File: config.mk
export PLATFORM = sky130hd
export DESIGN_NAME = clock_ctrl
export DESIGN_NICKNAME = d
export VERILOG_FILES = /design/src/rtl/clock_ctrl_pkg.sv /design/src/rtl/clock_ctrl_bcd_field_step.sv /design/src/rtl/clock_ctrl.sv
export SDC_FILE = /design/constraint.sdc
export NUM_CORES = 1
export LEC_CHECK = 0
export ABC_AREA = 0
export CAP_MARGIN = 20
export CORE_ASPECT_RATIO = 0.5
export CORE_MARGIN = 4
export CORE_UTILIZATION = 45
export CTS_CLUSTER_DIAMETER = 200
export DETAILED_ROUTE_END_ITERATION = 10
export GPL_TIMING_DRIVEN = 0
export HOLD_SLACK_MARGIN = 0.08
export MAX_ROUTING_LAYER = met4
export PLACE_DENSITY = 0.78
export SYNTH_ARGS = -nofsm -noshare
export SYNTH_HDL_FRONTEND = slang
export SYNTH_SLANG_ARGS = --single-unit
File: constraint.sdc
create_clock -name sysclk -period 1.6 [get_ports sysclk]
set_input_delay 0.24 -clock sysclk [delete_from_list [all_inputs] [get_ports sysclk]]
set_output_delay 0.24 -clock sysclk [all_outputs]
set_load 0.03 [all_outputs]
File: src/rtl/clock_ctrl_pkg.sv
// Shared encodings and constants for the clock sequencing controller.
// Load fields are {load, value[3:0]}, one per digit.
package clock_ctrl_pkg;

  typedef enum logic [1:0] {
    MODE_RUN   = 2'd0,
    MODE_TIME  = 2'd1,
    MODE_ALARM = 2'd2
  } mode_e;

  typedef enum logic [1:0] {
    FLD_SS = 2'd0,
    FLD_MM = 2'd1,
    FLD_HH = 2'd2
  } field_e;

  localparam int BCD_9  = 9;
  localparam int BCD_5  = 5;
  localparam int MAX_HH = 23;
  localparam int MAX_MS = 59;

  localparam int LOAD_BIT = 4;
  localparam int LOAD_W   = LOAD_BIT + 1;

  function automatic logic [LOAD_W-1:0] load_field(input logic [LOAD_BIT-1:0] v);
    return {1'b1, v};
  endfunction

endpackage

File: src/rtl/clock_ctrl_bcd_field_step.sv
// Wrap-aware +1/-1 on a two-digit BCD field (00..MAX).
module bcd_field_step
  import clock_ctrl_pkg::*;
#(
  parameter int DW  = 4,
  parameter int MAX = 59
) (
  input  logic [DW-1:0] tens,
  input  logic [DW-1:0] units,
  input  logic          up,
  output logic [DW-1:0] tens_n,
  output logic [DW-1:0] units_n
);

  localparam logic [DW-1:0] MAX_T = DW'(MAX / 10);
  localparam logic [DW-1:0] MAX_U = DW'(MAX % 10);
  localparam logic [DW-1:0] NINE  = DW'(BCD_9);

  always_comb begin
    tens_n  = tens;
    units_n = units;
    if (up) begin
      if (tens == MAX_T && units == MAX_U) begin
        tens_n  = '0;
        units_n = '0;
      end else if (units == NINE) begin
        tens_n  = tens + 1'b1;
        units_n = '0;
      end else begin
        units_n = units + 1'b1;
      end
    end else begin
      if (tens == '0 && units == '0) begin
        tens_n  = MAX_T;
        units_n = MAX_U;
      end else if (units == '0) begin
        tens_n  = tens - 1'b1;
        units_n = NINE;
      end else begin
        units_n = units - 1'b1;
      end
    end
  end

endmodule

File: src/rtl/clock_ctrl.sv
// Mode/strobe sequencer between the key+tick front end and datapath_clock.
//   state      | meaning
//   MODE_RUN   | time advances on ticks, alarm may ring
//   MODE_TIME  | time frozen, up/down load the selected time field
//   MODE_ALARM | time runs, up/down load the selected alarm field
module clock_ctrl
  import clock_ctrl_pkg::*;
#(
  parameter int RING_SEC = 60,
  parameter int DW       = 4
) (
  input  logic          sysclk,
  input  logic          rst_n,
  input  logic          tick_1hz,
  input  logic          key_mode,
  input  logic          key_sel,
  input  logic          key_up,
  input  logic          key_down,
  input  logic          key_stop,
  input  logic [DW-1:0] num6,
  input  logic [DW-1:0] num5,
  input  logic [DW-1:0] num4,
  input  logic [DW-1:0] num3,
  input  logic [DW-1:0] num2,
  input  logic [DW-1:0] num1,
  input  logic [DW-1:0] alarm_num6,
  input  logic [DW-1:0] alarm_num5,
  input  logic [DW-1:0] alarm_num4,
  input  logic [DW-1:0] alarm_num3,
  input  logic          alarm_hit,
  output logic [5:0]    keep,
  output logic [5:0]    add,
  output logic [5:0]    sub,
  output logic [5:0]    clear,
  output logic [29:0]   reset,
  output logic [3:0]    alarm_keep,
  output logic [3:0]    alarm_add,
  output logic [3:0]    alarm_sub,
  output logic [3:0]    alarm_clear,
  output logic [19:0]   alarm_reset,
  output logic          tm_sac,
  output logic          beep_on,
  output logic          stop,
  output logic [1:0]    mode,
  output logic [1:0]    field
);

  localparam int RW = $clog2(RING_SEC + 1);
  localparam logic [DW-1:0] D9 = DW'(BCD_9);
  localparam logic [DW-1:0] D5 = DW'(BCD_5);

  mode_e          mode_q;
  field_e         field_q;
  logic [5:0]     keep_q, add_q, clr_q;
  logic [29:0]    load_q;
  logic [3:0]     alm_keep_q;
  logic [19:0]    alm_load_q;
  logic           tm_sac_q, beep_q, stop_q;
  logic           guard_q, pend_q, hit_q;
  logic [RW-1:0]  ring_cnt;

  // Carry chain for a served tick, straight from the current digits.
  logic w_su, w_st, w_mu, w_mt, h_23, h_wrap;
  logic c1, c2, c3, c4;
  logic [5:0] run_add, run_clr;

  assign w_su   = (num1 == D9);
  assign w_st   = (num2 == D5);
  assign w_mu   = (num3 == D9);
  assign w_mt   = (num4 == D5);
  assign h_23   = (num6 == DW'(MAX_HH / 10)) && (num5 == DW'(MAX_HH % 10));
  assign h_wrap = h_23 || (num5 == D9);
  assign c1 = w_su;
  assign c2 = c1 & w_st;
  assign c3 = c2 & w_mu;
  assign c4 = c3 & w_mt;

  assign run_clr = {c4 & h_23,            c4 & h_wrap,  c3 & w_mt,  c2 & w_mu,  c1 & w_st,  w_su};
  assign run_add = {c4 & h_wrap & ~h_23,  c4 & ~h_wrap, c3 & ~w_mt, c2 & ~w_mu, c1 & ~w_st, ~w_su};

  logic [DW-1:0] ss_t_n, ss_u_n, mm_t_n, mm_u_n, hh_t_n, hh_u_n;
  logic [DW-1:0] am_t_n, am_u_n, ah_t_n, ah_u_n;

  bcd_field_step #(.DW(DW), .MAX(MAX_MS)) u_step_ss (
    .tens(num2), .units(num1), .up(key_up), .tens_n(ss_t_n), .units_n(ss_u_n));
  bcd_field_step #(.DW(DW), .MAX(MAX_MS)) u_step_mm (
    .tens(num4), .units(num3), .up(key_up), .tens_n(mm_t_n), .units_n(mm_u_n));
  bcd_field_step #(.DW(DW), .MAX(MAX_HH)) u_step_hh (
    .tens(num6), .units(num5), .up(key_up), .tens_n(hh_t_n), .units_n(hh_u_n));
  bcd_field_step #(.DW(DW), .MAX(MAX_MS)) u_step_am (
    .tens(alarm_num4), .units(alarm_num3), .up(key_up), .tens_n(am_t_n), .units_n(am_u_n));
  bcd_field_step #(.DW(DW), .MAX(MAX_HH)) u_step_ah (
    .tens(alarm_num6), .units(alarm_num5), .up(key_up), .tens_n(ah_t_n), .units_n(ah_u_n));

  logic [29:0] set_load;
  logic [5:0]  set_mask;
  logic [19:0] alm_load;
  logic [3:0]  alm_mask;

  always_comb begin
    set_load = '0;
    set_mask = '0;
    case (field_q)
      FLD_SS: begin
        set_load[9:0] = {load_field(ss_t_n), load_field(ss_u_n)};
        set_mask      = 6'b000011;
      end
      FLD_MM: begin
        set_load[19:10] = {load_field(mm_t_n), load_field(mm_u_n)};
        set_mask        = 6'b001100;
      end
      FLD_HH: begin
        set_load[29:20] = {load_field(hh_t_n), load_field(hh_u_n)};
        set_mask        = 6'b110000;
      end
      default: ;
    endcase
  end

  always_comb begin
    alm_load = '0;
    alm_mask = '0;
    case (field_q)
      FLD_MM: begin
        alm_load[9:0] = {load_field(am_t_n), load_field(am_u_n)};
        alm_mask      = 4'b0011;
      end
      FLD_HH: begin
        alm_load[19:10] = {load_field(ah_t_n), load_field(ah_u_n)};
        alm_mask        = 4'b1100;
      end
      default: ;
    endcase
  end

  // Ticks are never served while the datapath is still absorbing a strobe.
  logic tick_srv;
  assign tick_srv = !guard_q && (tick_1hz || pend_q) && (mode_q != MODE_TIME);

  always_ff @(posedge sysclk or negedge rst_n) begin
    if (!rst_n) begin
      mode_q     <= MODE_RUN;
      field_q    <= FLD_MM;
      keep_q     <= '1;
      add_q      <= '0;
      clr_q      <= '0;
      load_q     <= '0;
      alm_keep_q <= '1;
      alm_load_q <= '0;
      tm_sac_q   <= 1'b1;
      beep_q     <= 1'b0;
      stop_q     <= 1'b0;
      guard_q    <= 1'b0;
      pend_q     <= 1'b0;
      hit_q      <= 1'b0;
      ring_cnt   <= '0;
    end else begin
      keep_q     <= '1;
      add_q      <= '0;
      clr_q      <= '0;
      load_q     <= '0;
      alm_keep_q <= '1;
      alm_load_q <= '0;
      stop_q     <= 1'b0;
      guard_q    <= 1'b0;
      hit_q      <= alarm_hit;
      tm_sac_q   <= (mode_q != MODE_ALARM);

      if (guard_q) begin
        if (tick_1hz && mode_q != MODE_TIME) pend_q <= 1'b1;
      end else begin
        pend_q <= 1'b0;
        if (tick_srv) begin
          add_q   <= run_add;
          clr_q   <= run_clr;
          keep_q  <= ~(run_add | run_clr);
          guard_q <= 1'b1;
        end else if (key_mode) begin
          case (mode_q)
            MODE_RUN:  begin mode_q <= MODE_TIME;  field_q <= FLD_MM; end
            MODE_TIME: begin mode_q <= MODE_ALARM; field_q <= FLD_MM; end
            default:   mode_q <= MODE_RUN;
          endcase
        end else if (key_sel) begin
          if (mode_q == MODE_TIME) begin
            case (field_q)
              FLD_SS:  field_q <= FLD_MM;
              FLD_MM:  field_q <= FLD_HH;
              default: field_q <= FLD_SS;
            endcase
          end else if (mode_q == MODE_ALARM) begin
            field_q <= (field_q == FLD_HH) ? FLD_MM : FLD_HH;
          end
        end else if (key_up || key_down) begin
          if (mode_q == MODE_TIME) begin
            load_q  <= set_load;
            keep_q  <= ~set_mask;
            guard_q <= |set_mask;
          end else if (mode_q == MODE_ALARM) begin
            alm_load_q <= alm_load;
            alm_keep_q <= ~alm_mask;
            guard_q    <= |alm_mask;
          end
        end
      end

      if (key_stop || (beep_q && tick_srv && ring_cnt == RW'(RING_SEC - 1))) begin
        stop_q <= 1'b1;
        beep_q <= 1'b0;
      end else if (alarm_hit && !hit_q && mode_q == MODE_RUN) begin
        beep_q   <= 1'b1;
        ring_cnt <= '0;
      end else if (beep_q && tick_srv) begin
        ring_cnt <= ring_cnt + 1'b1;
      end
    end
  end

  assign keep        = keep_q;
  assign add         = add_q;
  assign sub         = '0;
  assign clear       = clr_q;
  assign reset       = load_q;
  assign alarm_keep  = alm_keep_q;
  assign alarm_add   = '0;
  assign alarm_sub   = '0;
  assign alarm_clear = '0;
  assign alarm_reset = alm_load_q;
  assign tm_sac      = tm_sac_q;
  assign beep_on     = beep_q;
  assign stop        = stop_q;
  assign mode        = mode_q;
  assign field       = field_q;

endmodule
==> impl_metrics.yaml <==
final_layout:
  drive_gt1_frac: 0.246
  area_growth_pct: 43.4
  multi_input_area_sq_um: 3340
  instances_no_fill: 908
  area.sequential_sq_um: 2040
  nets: 838
  antenna_cells: 0
  fin_util: 0.682
  fill_cells: 859
worst_setup_path:
  required_ns: 1.87
  arrival_ns: 1.92
  path_cells: "or3_4 > nor2_4 > nand3_4 > inv_4 > o311a_1"
  worst-path-max-fanout: 8
  slowest_stage: "dfrtp_1"
  cp-end-kind: "register"
  critPathKind: "reg2reg"
  cpPeakStageDelay_ns: 0.43
  cp-start-kind: "register"
power_and_ir_drop:
  power_leakage_nw: 4.06
  power_density_nw_per_um2: 855
  ir_drop_mv: 0.550
yosys:
  syn_area_sq_um: 5380
  yosysUniqueCellTypes: 70
  ys_seq_elements: 81
  seq_area_frac_synth: 0.379
  syn_inst: 585
  synth_top_area_frac: 0.330
  async_flop_share: 1.00
  syn_avg_cell_area_sq_um: 9.20
  synth.largest_area_cell: "dfrtp_1"
  yosys-top-cells-area: "dfrtp_1 33%, ha_1 10%, dfstp_2 4.9%"
  synthFlopType: "dfrtp_1"
  synth_edf_count: 0
  ys_warn_count: 0
job:
  cap_violations: 0
clock_network:
  htreeDepth: 3
  cts_sinks: 81
  path_clk_slew_ns: 0.06
  cts-root-buf: "clkbuf_16"
  cts_buffers: 9
  cts_buffer_depth: 2
  cts_tree: "built"
  clock_latency_ns: 0.34
floorplan:
  core_area_sq_um: 11300
  die_w_microns: 163
  dieArea_sq_um: 13900
  pin_count: 146
  rows: 27
  dieHeight_microns: 85.3
  start_util: 0.476
timing:
  fin_crit_sh: 1.03
  worst_slack_ns: -0.0518
  setup_viol: 14
  slew_headroom: 0.508
  slew_violations: 0
  fin_skew_ns: 0.00547
  period_minus_slack_ns: 1.65
  worst_slew_pin_slew_ns: 0.737
  hold_viol: 0
  rsz0062_at_grt: "yes"
  fmax_ghz: 0.605
global_routing:
  antenna_found_initial: 0
  grt_pass1_wl_microns: 23800
  overflow: 0
  grt_pass1_vias: 4840
  grt_usage: 0.219
  grt_max_degree: 43
placed_design:
  hpwl_microns: 11000
  dpl_worst_slack_ns: -0.878
  placed_cells_incl_taps: 878
  gp_congestion: 0.914
  io_buffers: 116
drt:
  avgRoutedWirePerCell_microns: 17.4
  viasPerCell: 5.60
  vias: 5082
  drc: 0
  antenna_left: 0
  drtIter0Drc: 330
  routed_wl_microns: 15800
  drt-pass1-iter-count: 5
hold_path:
  hp-class: "in2reg"
run_status:
  violations: "setup timing"
  status: "complete, but fails checks"
==> Yosys cell counts (5+ instances only) <==
cell and instances:
a211oi_1 20, a21oi_1 34, a31oi_1 12, and3b_1 7
buf_2 12, buf_4 25, clkbuf_1 15, dfrtp_1 71
dfstp_2 10, ha_1 45, inv_1 39, mux2_2 5
mux2i_1 9, nand2_1 23, nand2b_1 7, nand3_1 22
nand3b_1 6, nand4_1 7, nor2_1 49, nor2b_1 10
nor3_1 22, nor3b_1 13, nor4_1 8, nor4b_1 5
o21ai_0 24, o22ai_1 7, or3_1 7, xor2_1 5
==> layout by cell type, fill, tap and decap left out, drive strengths merged, types with 3 or more instances in the layout <==
cell type,instances
clkbuf,27
a311oi,3
nand2,25
mux2i,9
nor3,22
nor3b,13
a21oi,34
nand4,7
dfrtp,71
inv,39
o311a,3
dfstp,10
or3b,5
a211oi,20
dlygate4sd2,43
xor2,5
ha,45
dlymetal6s2s,35
clkdlybuf4s50,32
o21ai,24
nand2b,7
or3,8
nand3b,6
a31oi,12
conb,18
nand3,23
clkdlybuf4s15,3
and3b,7
xnor2,4
nor2b,10
mux2,5
o21ba,4
o21a,3
o22ai,7
o311ai,3
nor4b,6
buf,60
nor2,50
nor4,9
==> sequential cells by signal, indices dropped and copies added, names as in the netlist <==
signal and cells:
add 6, field 2, clear 6, guard_q 1, tm_sac 1, alarm_reset 18, stop 1, hit_q 1
ring_cnt 6, alarm_keep 2, beep_on 1, mode 2, keep 6, pend_q 1, reset 27
==> final cells by class <==
| class | instances | area share |
|---|---|---|
| well taps | 159 | 0.0258 |
| plain buffers | 49 | 0.0407 |
| clock inverters | 2 | 0.00503 |
| flip-flops and latches | 81 | 0.265 |
| repair buffers | 138 | 0.179 |
| inverters | 40 | 0.0198 |
| clock buffers | 14 | 0.0329 |
| multi-input cells | 425 | 0.433 |
==> path summary, 6_finish.rpt <==
path / start / endpoint / slack [ns] / depth (start not counted)
min reg2reg: pend_q / pend_q / 0.54 / 2
max: guard_q / reset[15] / -0.05 / 5
min: num5[3] / reset[23] / 0.30 / 4
max in group asynchronous: rst_n / field[0] / 0.49 / 3
min in group asynchronous: rst_n / alarm_reset[6] / 0.44 / 2
max reg2reg: guard_q / reset[15] / -0.05 / 5
==> cell families after synthesis <==
logic type / after synthesis / share of synthesized area
AOI/OAI and AO/OA: 134 / 0.168
xor gates and xnor gates: 9 / 0.0146
adders and majority gates: 45 / 0.105
buffers and inverters: 96 / 0.0886
DFF: 81 / 0.379
muxes: 15 / 0.0314
other: 1 / 0.000697
and+or+nand+nor: 204 / 0.213
==> per-stage QoR <==
stage / hold WS, ns / power, mW / area, sq um / setup TNS (ns)
3_5_place_dp: 0.251 / 4.26 / 6830 / -38.90
4_1_cts: 0.287 / 6.42 / 7290 / -0.328
6_report: 0.295 / 6.60 / 7720 / -0.362
5_1_grt: 0.307 / 6.92 / 7720 / -1.91
3_3_place_gp: 0.505 / 4.19 / 6810 / -228.44
2_1_floorplan: -0.0556 / 3.59 / 5450 / -0.0182
==> power by group <==
group | switching [mW] | internal, mW | leakage (nW)
combinational | 1.26 | 0.876 | 2.84
sequential | 0.171 | 2.24 | 1.08
clock | 0.793 | 1.26 | 0.141
==> critical path: cells and delay by family (launching register included) <==
family / cells / cell delay, ns
flip-flops: 1 / 0.43
buffers and inverters: 1 / 0.12
AND/OR/NAND/NOR: 3 / 0.86
AO/OA/AOI/OAI: 1 / 0.17
==> repair_timing <==
item / CTS / global route
setup buffers: 6 / 14
resized for setup: 104 / 93
hold buffers: 1 / 0
hold endpoints to repair: 37 / 0
pin swaps: 5 / 16
endpoints found under the setup margin: 102 / 85
==> layer usage <==
| metal | global-route usage | vias to the layer above | wire (microns) |
|---|---|---|---|
| met5 | - | - | 0 |
| met4 | 0.0776 | 0 | 356 |
| met3 | 0.0349 | 42 | 993 |
| met2 | 0.373 | 226 | 7960 |
| met1 | 0.265 | 2448 | 6440 |
| li1 | - | 2366 | - |
Power figures use the tool's default switching activity.
